## config.mk

```make
export PLATFORM = sky130hd
export DESIGN_NAME = conv_kernel
export DESIGN_NICKNAME = d
export VERILOG_FILES = /design/src/rtl/conv_kernel_pkg.sv /design/src/rtl/fp_mul32.sv /design/src/rtl/conv_kernel.sv
export SDC_FILE = /design/constraint.sdc
export NUM_CORES = 2
export LEC_CHECK = 0
export ABC_AREA = 1
export BUFFER_PORTS_ARGS = -buffer_cell sky130_fd_sc_hd__buf_2
export CELL_PAD_IN_SITES_DETAIL_PLACEMENT = 1
export CELL_PAD_IN_SITES_GLOBAL_PLACEMENT = 2
export CORE_AREA = 2 2 274 276
export CTS_BUF_LIST = sky130_fd_sc_hd__clkbuf_8
export DETAILED_ROUTE_END_ITERATION = 8
export DIE_AREA = 0 0 276 278
export PLACE_DENSITY = 0.86
export SLEW_MARGIN = 20
export SYNTH_ARGS = -nofsm -noshare
export SYNTH_HDL_FRONTEND = slang
export SYNTH_SLANG_ARGS = --single-unit
```

## constraint.sdc

```tcl
create_clock -name clk -period 23.1 [get_ports clk]
set_clock_uncertainty 0.15 [all_clocks]
set_input_delay 4.62 -clock clk [delete_from_list [all_inputs] [get_ports clk]]
set_output_delay 4.62 -clock clk [all_outputs]
set_load 0.02 [all_outputs]
```

## src/rtl/conv_kernel_pkg.sv

```systemverilog
// conv_kernel_pkg: binary32 field constants, the float field struct and a
// leading-zero counter used by the adder normaliser.
package conv_kernel_pkg;

   localparam int unsigned SIGN_W = 1;
   localparam int unsigned EXP_W  = 8;
   localparam int unsigned MAN_W  = 23;
   localparam int unsigned FP_W   = SIGN_W + EXP_W + MAN_W;

   localparam logic [EXP_W-1:0] EXP_BIAS = 8'd127;
   localparam logic [EXP_W-1:0] EXP_MAX  = 8'hFF;
   localparam logic [FP_W-1:0]  QNAN     = 32'h7FC00000;

   typedef struct packed {
      logic [SIGN_W-1:0] sign;
      logic [EXP_W-1:0]  exp;
      logic [MAN_W-1:0]  man;
   } fp32_t;

   // Count of leading zeros in a 28-bit word (28 when the word is zero).
   function automatic logic [4:0] lzc28(input logic [27:0] v);
      logic [4:0] n;
      n = 5'd28;
      for (int i = 0; i < 28; i++) begin
         if (v[i]) n = 5'(27 - i);
      end
      return n;
   endfunction

endpackage

```

## src/rtl/fp_mul32.sv

```systemverilog
// fp_mul32: combinational binary32 multiplier, round-toward-zero,
// denormals flushed to signed zero.
//   a, b       : binary32 operands
//   product_c  : binary32 product (combinational)
module fp_mul32
   import conv_kernel_pkg::*;
(
   input  logic [FP_W-1:0] a,
   input  logic [FP_W-1:0] b,
   output logic [FP_W-1:0] product_c
);

   fp32_t       fa, fb, r;
   logic        a_zero, b_zero, a_inf, b_inf, a_nan, b_nan;
   logic [47:0] sig_prod;
   logic [9:0]  e_sum;
   logic        unused_bits;

   assign fa = fp32_t'(a);
   assign fb = fp32_t'(b);

   assign a_zero = (fa.exp == '0);
   assign b_zero = (fb.exp == '0);
   assign a_inf  = (fa.exp == EXP_MAX) && (fa.man == '0);
   assign b_inf  = (fb.exp == EXP_MAX) && (fb.man == '0);
   assign a_nan  = (fa.exp == EXP_MAX) && (fa.man != '0);
   assign b_nan  = (fb.exp == EXP_MAX) && (fb.man != '0);

   assign sig_prod = 48'({1'b1, fa.man}) * 48'({1'b1, fb.man});
   // Biased exponent sum including the one-place normalisation carry.
   assign e_sum    = 10'(fa.exp) + 10'(fb.exp) + 10'(sig_prod[47]);
   assign unused_bits = ^sig_prod[22:0];

   // Special-case priority, then normal path with truncated significand.
   always_comb begin
      r      = '0;
      r.sign = fa.sign ^ fb.sign;
      if (a_nan || b_nan || (a_inf && b_zero) || (b_inf && a_zero)) begin
         r = fp32_t'(QNAN);
      end else if (a_inf || b_inf) begin
         r.exp = EXP_MAX;
      end else if (a_zero || b_zero) begin
         r.exp = '0;
      end else if (e_sum <= 10'(EXP_BIAS)) begin
         r.exp = '0;
      end else if (e_sum >= 10'(EXP_BIAS) + 10'(EXP_MAX)) begin
         r.exp = EXP_MAX;
      end else begin
         r.exp = 8'(e_sum - 10'(EXP_BIAS));
         r.man = sig_prod[47] ? sig_prod[46:24] : sig_prod[45:23];
      end
   end

   assign product_c = FP_W'(r);

endmodule

```

## src/rtl/conv_kernel.sv

```systemverilog
// conv_kernel: continuous binary32 multiply-accumulate. Stage 1 registers
// pixel*weight, stage 2 adds it into the running sum driven on o_pixel.
//   clk, rst_n : clock, async active-low reset
//   i_pixel    : binary32 pixel operand
//   i_weight   : binary32 weight operand
//   o_pixel    : registered running sum (binary32)
module conv_kernel
   import conv_kernel_pkg::*;
#(
   parameter int unsigned WIDTH = 32
)(
   input  logic             clk,
   input  logic             rst_n,
   input  logic [WIDTH-1:0] i_pixel,
   input  logic [WIDTH-1:0] i_weight,
   output logic [WIDTH-1:0] o_pixel
);

   logic [WIDTH-1:0] prod_c;
   logic [WIDTH-1:0] p_reg;
   fp32_t            sum_c;

   fp_mul32 u_mul (
      .a         (i_pixel),
      .b         (i_weight),
      .product_c (prod_c)
   );

   // Pipeline registers: product, then accumulator (which is o_pixel).
   always_ff @(posedge clk or negedge rst_n) begin
      if (!rst_n) begin
         p_reg   <= '0;
         o_pixel <= '0;
      end else begin
         p_reg   <= prod_c;
         o_pixel <= WIDTH'(sum_c);
      end
   end

   // Adder datapath: larger magnitude first, 3 extra bits + sticky on the
   // aligned operand so truncation stays exact under subtraction.
   fp32_t       fa, fb;
   logic        a_zero, b_zero, a_inf, b_inf, a_nan, b_nan;
   logic        a_ge, eff_sub;
   logic        big_sign;
   logic [7:0]  big_exp, small_exp, diff;
   logic [22:0] big_man, small_man;
   logic [49:0] wide;
   logic [26:0] big_al, small_al;
   logic [27:0] mag, norm;
   logic [4:0]  lz;
   logic [9:0]  e_top;
   logic        unused_norm;

   assign fa = fp32_t'(o_pixel);
   assign fb = fp32_t'(p_reg);

   assign a_zero = (fa.exp == '0);
   assign b_zero = (fb.exp == '0);
   assign a_inf  = (fa.exp == EXP_MAX) && (fa.man == '0);
   assign b_inf  = (fb.exp == EXP_MAX) && (fb.man == '0);
   assign a_nan  = (fa.exp == EXP_MAX) && (fa.man != '0);
   assign b_nan  = (fb.exp == EXP_MAX) && (fb.man != '0);

   assign a_ge      = {fa.exp, fa.man} >= {fb.exp, fb.man};
   assign big_sign  = a_ge ? fa.sign : fb.sign;
   assign big_exp   = a_ge ? fa.exp  : fb.exp;
   assign big_man   = a_ge ? fa.man  : fb.man;
   assign small_exp = a_ge ? fb.exp  : fa.exp;
   assign small_man = a_ge ? fb.man  : fa.man;
   assign eff_sub   = fa.sign ^ fb.sign;

   assign diff     = big_exp - small_exp;
   assign wide     = {1'b1, small_man, 26'd0} >> diff;
   assign big_al   = {1'b1, big_man, 3'b000};
   // Beyond 26 places the whole smaller significand collapses into sticky.
   assign small_al = (diff > 8'd26) ? 27'd1 : {wide[49:24], |wide[23:0]};

   assign mag   = eff_sub ? (28'(big_al) - 28'(small_al))
                          : (28'(big_al) + 28'(small_al));
   assign lz    = lzc28(mag);
   assign norm  = mag << lz;
   assign e_top = 10'(big_exp) + 10'd1;
   assign unused_norm = ^{norm[27], norm[3:0]};

   // Special-case priority, then normalised, truncated sum.
   always_comb begin
      sum_c = '0;
      if (a_nan || b_nan || (a_inf && b_inf && eff_sub)) begin
         sum_c = fp32_t'(QNAN);
      end else if (a_inf) begin
         sum_c = fa;
      end else if (b_inf) begin
         sum_c = fb;
      end else if (a_zero && b_zero) begin
         sum_c.sign = fa.sign & fb.sign;
      end else if (a_zero) begin
         sum_c = fb;
      end else if (b_zero) begin
         sum_c = fa;
      end else if (mag == '0) begin
         sum_c = '0;
      end else if (e_top <= 10'(lz)) begin
         sum_c.sign = big_sign;
      end else if (e_top - 10'(lz) >= 10'(EXP_MAX)) begin
         sum_c.sign = big_sign;
         sum_c.exp  = EXP_MAX;
      end else begin
         sum_c.sign = big_sign;
         sum_c.exp  = 8'(e_top - 10'(lz));
         sum_c.man  = norm[26:4];
      end
   end

endmodule

```

; ---- Yosys cells after proc, flatten, opt, wreduce, memory -nomap -nowiden
; Index checks and enable logic that the tools add are counted.
[totals]
reg_bits = 64
input_bits = 66
out_inout_bits = 32
elab_cells = 120
[op_classes]
n_addsub = 8
n_mul = 1
magnitude_cmp = 6
eq_ne = 6
shifts = 2
n_mux = 57
n_bitwise = 3
n_reduce_logical = 35
[ops]
columns = operator, n
row1 = $mux 32, 6
row2 = $mux 23, 8
row3 = $mux 5, 27
row4 = $mux 31, 3
row5 = $logic_not 23->1, 4
row6 = $reduce_bool 23->1, 4
row7 = $mux 8, 7
row8 = $shr 50x8->50, 1
row9 = $mul 24x24->48, 1
row10 = $eq 8x8->1 const B, 4
row11 = $logic_not 8->1, 4
row12 = $ge 31x31->1, 1
row13 = $add 27x27->28, 1
row14 = $logic_not 28->1, 1
row15 = $mux 28, 1
row16 = $shl 28x5->27, 1
row17 = $sub 27x27->28, 1
row18 = $mux 27, 1
row19 = $reduce_or 24->1, 1
row20 = $logic_and 1x1->1, 13
row21 = $add 9x1->10, 1
row22 = $ge 10x8->1 const B, 1
row23 = $ge 10x9->1 const B, 1
row24 = $le 10x7->1 const B, 1
row25 = 15 further kinds, 24

; ---- Depth between registers and ports, before layout
[logic_depth]
word_depth = 47
depth_mapped = 87
ltp_nobuf = 84

; ---- Modules after synthesis
; Synthesis repeated with hierarchy kept, for this count alone.
[hier_totals]
cells_unflattened = 4946
area_unflattened_um2 = 32319.7
[by_module_without_submodules]
columns = mod, n_inst, cells_each, area_each_um2, seq_area_each_um2
row1 = fp_mul32, 1, 3004, 21294.2, 0.0
row2 = conv_kernel, 1, 1942, 11025.6, 1601.5

; ---- Worst setup path before layout
; No wires, ideal clock.
[synth_path]
kind = in2reg
startpoint = input port i_weight[3]
endpoint = register p_reg[11] (netlist: fb[11])
setup_ns = 0.144
arrival_time_ns = 13.676
required_time_ns = 22.806
slack_ns = 9.130
path_stages = 49
path_buffers = 4
cell_sequence = clkbuf_1 > clkbuf_1 > nand2_1 > fa_1 > inv_1 > fa_1 > fa_1 > fa_1 > fa_1 > inv_1 > fa_1 > inv_1 > fa_1 > ha_1 > a21oi_1 > inv_1 > a31oi_1 > inv_1 > [13 not listed] > clkbuf_1 > fa_1 > fa_1 > nor2_1 > o21ai_0 > nand2_1 > a21oi_1 > nor2_1 > nor2_1 > xor2_1 > o41ai_1 > o21ai_0 > inv_1 > nor3_1 > nand2_1 > clkbuf_1 > a21oi_1 > a21boi_0
[synth_via]
elab_chain_len = 8
elab_cells_between_ends = 19
classes_between = add/sub (1) / mul (1) / order compare (2) / mux (6) / reduce/logical (9)
[synth_lines]
columns = item, line_no
row1 = start: declaration, conv_kernel.sv:15  ; input logic [WIDTH-1:0] i_weight,
row2 = $mul 24x24->48, fp_mul32.sv:29  ; assign sig_prod = 48'({1'b1, fa.man}) * 48'({1'b1, fb.man});
row3 = $add 9x1->10, fp_mul32.sv:31  ; assign e_sum = 10'(fa.exp) + 10'(fb.exp) + 10'(sig_prod[47]);
row4 = $ge 10x9->1, fp_mul32.sv:46  ; end else if (e_sum >= 10'(EXP_BIAS) + 10'(EXP_MAX)) begin
row5 = $mux 23, fp_mul32.sv:46
row6 = $mux 23, fp_mul32.sv:44  ; end else if (e_sum <= 10'(EXP_BIAS)) begin
row7 = $mux 23, fp_mul32.sv:42  ; end else if (a_zero || b_zero) begin
row8 = $mux 23, fp_mul32.sv:40  ; end else if (a_inf || b_inf) begin
row9 = $mux 31 *, fp_mul32.sv:38  ; if (a_nan || b_nan || (a_inf && b_zero) || (b_inf && a_zero)) begin
row10 = via prod_c[11], conv_kernel.sv:19  ; logic [WIDTH-1:0] prod_c;
row11 = end signal: assignment, conv_kernel.sv:35  ; p_reg <= prod_c;
row12 = end: declaration, conv_kernel.sv:20  ; logic [WIDTH-1:0] p_reg;
; Mark *: on every way through the listed nets, which the timed path passes. The rest lies on a longest branch.
; A chain may end at the register's enable or synchronous reset.

; ---- Final worst setup path
[layout_path]
startpoint = input port i_pixel[14]
endpoint = register p_reg[15] (netlist: fb[15])
[layout_via]
elab_chain_len = 8
elab_cells_between_ends = 19
classes_between = add/sub (1) / mul (1) / order compare (2) / mux (6) / reduce/logical (9)
[layout_lines]
columns = item, line_no
row1 = start: declaration, conv_kernel.sv:14  ; input logic [WIDTH-1:0] i_pixel,
row2 = $mul 24x24->48, fp_mul32.sv:29
row3 = $add 9x1->10, fp_mul32.sv:31
row4 = $ge 10x9->1, fp_mul32.sv:46
row5 = $mux 23, fp_mul32.sv:46
row6 = $mux 23, fp_mul32.sv:44
row7 = $mux 23, fp_mul32.sv:42
row8 = $mux 23, fp_mul32.sv:40
row9 = $mux 31 *, fp_mul32.sv:38
row10 = via prod_c[15], conv_kernel.sv:19
; Marks and branches as above.

==> impl_metrics.ini <==
[yosys]
synth_top_area_frac = 0.3231
synth_common_cells = nand2_1, inv_1, fa_1
synth_top_family_by_area = adder cells
ys.flop_type = dfrtp_1
synth.most_common_cell = nand2_1
syn_nets = 5169
synth_cells = 4354
async_flop_share = 1.000
synth.area.mux_share = 0.0003331
synth_xor_area_frac = 0.02202
syn_area_per_cell_sq_um = 6.903
post-synth-top-area-cell = fa_1
ys_warn_count = 0
seq_area_frac_synth = 0.05329
yosys-top-cells-area = fa_1, nand2_1, inv_1
synth-adder-area-share = 0.4330
synth_edf_count = 0
ys_ff_latch = 64
synthSimpleGateAreaFrac = 0.2504
synth.distinct_cells = 64
synth_area_sq_um = 30050
synth_compound_area_frac = 0.08755

[floorplanning]
core-area_sq_um = 73820
rows = 100
initial_utilization = 0.4071
dieArea_sq_um = 76730
die_h_microns = 278
die_w_microns = 276
pin_count = 98

[routing]
drc = 5
vias = 27640
drtPass1Iterations = 7
dr.first_iter.drc_count = 1498
drtAntennaViolNets = 0
wire_per_inst_microns = 19.87
drt-total-wl_microns = 104900
drt-vias-per-instance = 5.237

[run]
maxCapViolCount = 0

[worst_setup_path]
worst_ep_arrival_time_ns = 15.37
cp-end-kind = flip-flop
slowest_delay_ns = 0.61
slowest_stage = fa_1
worstPathRequired_ns = 23.21
worstSetupPathType = in2reg
critPathMaxFanout = 25
critPathLaunchType = input pin

[clock_tree]
cts_setup_buffers = 0
cts_hold_buf = 0
clkTransAtPathRegs_ns = 0.07
cts_repair_resize_count = 0
ctsLongestPathBuffers = 2
root_buffer = clkbuf_8
clk_latency_ns = 0.36
numCtsBuffers = 9
clkSinkCount = 64
tritoncts = done
htree_levels = 3

[grt]
grt-ovfl-total = 0
grt_pass1_vias = 30350
grt_pass1_wl_microns = 169300
grt_max_degree = 65
grtUsageTotal = 0.2784
antenna_found_initial = 0

[sta]
tightest_slew_ns = 1.137
fin_setup_tns_ns = 0
rsz0062_at_grt = false
drv_slew = 0
min_period_over_period = 0.6605
finalHoldViolCount = 0
worst_slack_ns = 7.843
finalSetupViolations = 0
fin_crit_ns = 15.26
relSlewSlack = 0.2341
max_freq_mhz = 65.54

[layout]
fin_util = 0.4252
antenna_cells = 0
drive_gt1_frac = 0.04549
fin_nets = 5120
multi_input_area_sq_um = 23840
fillers = 9653
seq_area_sq_um = 1602
area_growth_syn_to_layout_pct = 4.446

[worst_hold_path]
hold_path_class = reg2reg

[status]
violations = design-rule violations
status = finished with violations

[placed_design]
portBuffers = 97
dp_hpwl_microns = 85700
gp_congestion = 0.9260
post-place-ws_ns = 7.413
[through the flow]
stage,hold WS (ns),cell area (sq um),instances
6_report,0.4473,31390,5278
2_1_floorplan,0.3910,30050,4354
3_3_place_gp,0.4123,31150,5263
4_1_cts,0.4467,31390,5278
3_5_place_dp,0.4344,31150,5263
5_1_grt,0.4927,31390,5278
[cells in the final DEF, fill, tap and decap left out, types with 9 or more instances in the layout]
cell type / n
buf_4: 22
ha_1: 264
clkbuf_8: 10
a21oi_1: 160
fa_1: 485
nand3_1: 259
o21ai_1: 43
inv_2: 14
inv_1: 1008
o21a_1: 9
nor4_1: 29
o211ai_1: 14
a21boi_0: 15
xnor2_1: 26
nor2_1: 177
nand4_1: 54
a211oi_1: 13
a31oi_1: 10
dfrtp_1: 64
xor2_1: 44
buf_2: 97
nand2_1: 1210
o21ai_0: 145
nor3_1: 25
[layout make-up]
type | instances | share of cell area
multi-input cells | 3087 | 0.7595
clock inverters | 5 | 0.003308
clock buffers | 10 | 0.004385
repair buffers | 119 | 0.02073
flip-flops and latches | 64 | 0.05102
inverters | 1024 | 0.1224
well taps | 969 | 0.03862
[final timing paths]
| path | start | endpoint | slack, ns | depth (start not counted) |
|---|---|---|---|---|
| setup / recovery | i_pixel[14] | fb[15] | 7.84 | 46 |
| hold / removal | fb[20] | o_pixel[20] | 0.45 | 4 |
| setup reg to reg | fb[30] | o_pixel[3] | 9.36 | 70 |
| hold reg to reg | fb[20] | o_pixel[20] | 0.45 | 4 |
| max in group asynchronous | rst_n | o_pixel[4] | 17.92 | 2 |
| min in group asynchronous | rst_n | o_pixel[31] | 4.30 | 2 |
[critical path, delay by kind of cell]
| kind | cells | cell delay, ns |
|---|---|---|
| fa+ha+maj | 10 | 4.87 |
| compound gates | 14 | 2.42 |
| simple gates | 11 | 2.06 |
| buf+inv | 10 | 1.10 |
| xor+xnor | 1 | 0.26 |
[sequential cells by signal, summed over array words and instances (netlist names)]
name,flops
fb,32
o_pixel,32
[cells by family after synthesis]
group                    after synthesis
multiplexers                           1
AO/OA/AOI/OAI                        463
adder cells (fa/ha/maj)              749
AND/OR/NAND/NOR                     1801
flip-flops                            64
XOR/XNOR                              73
buffers and inverters               1203
[per-layer routing]
metal  GRT usage  routed length, microns  vias to the layer above
met5           0                       0                        -
li1            -                       -                    13070
met4     0.08477                    3510                        0
met2      0.5077                   52540                      511
met1      0.3528                   45490                    13940
met3     0.01797                    3339                      128
Power is left out: the tool's default activity adds up to more than one toggle a clock period on the data nets, which glitch-free logic cannot reach.
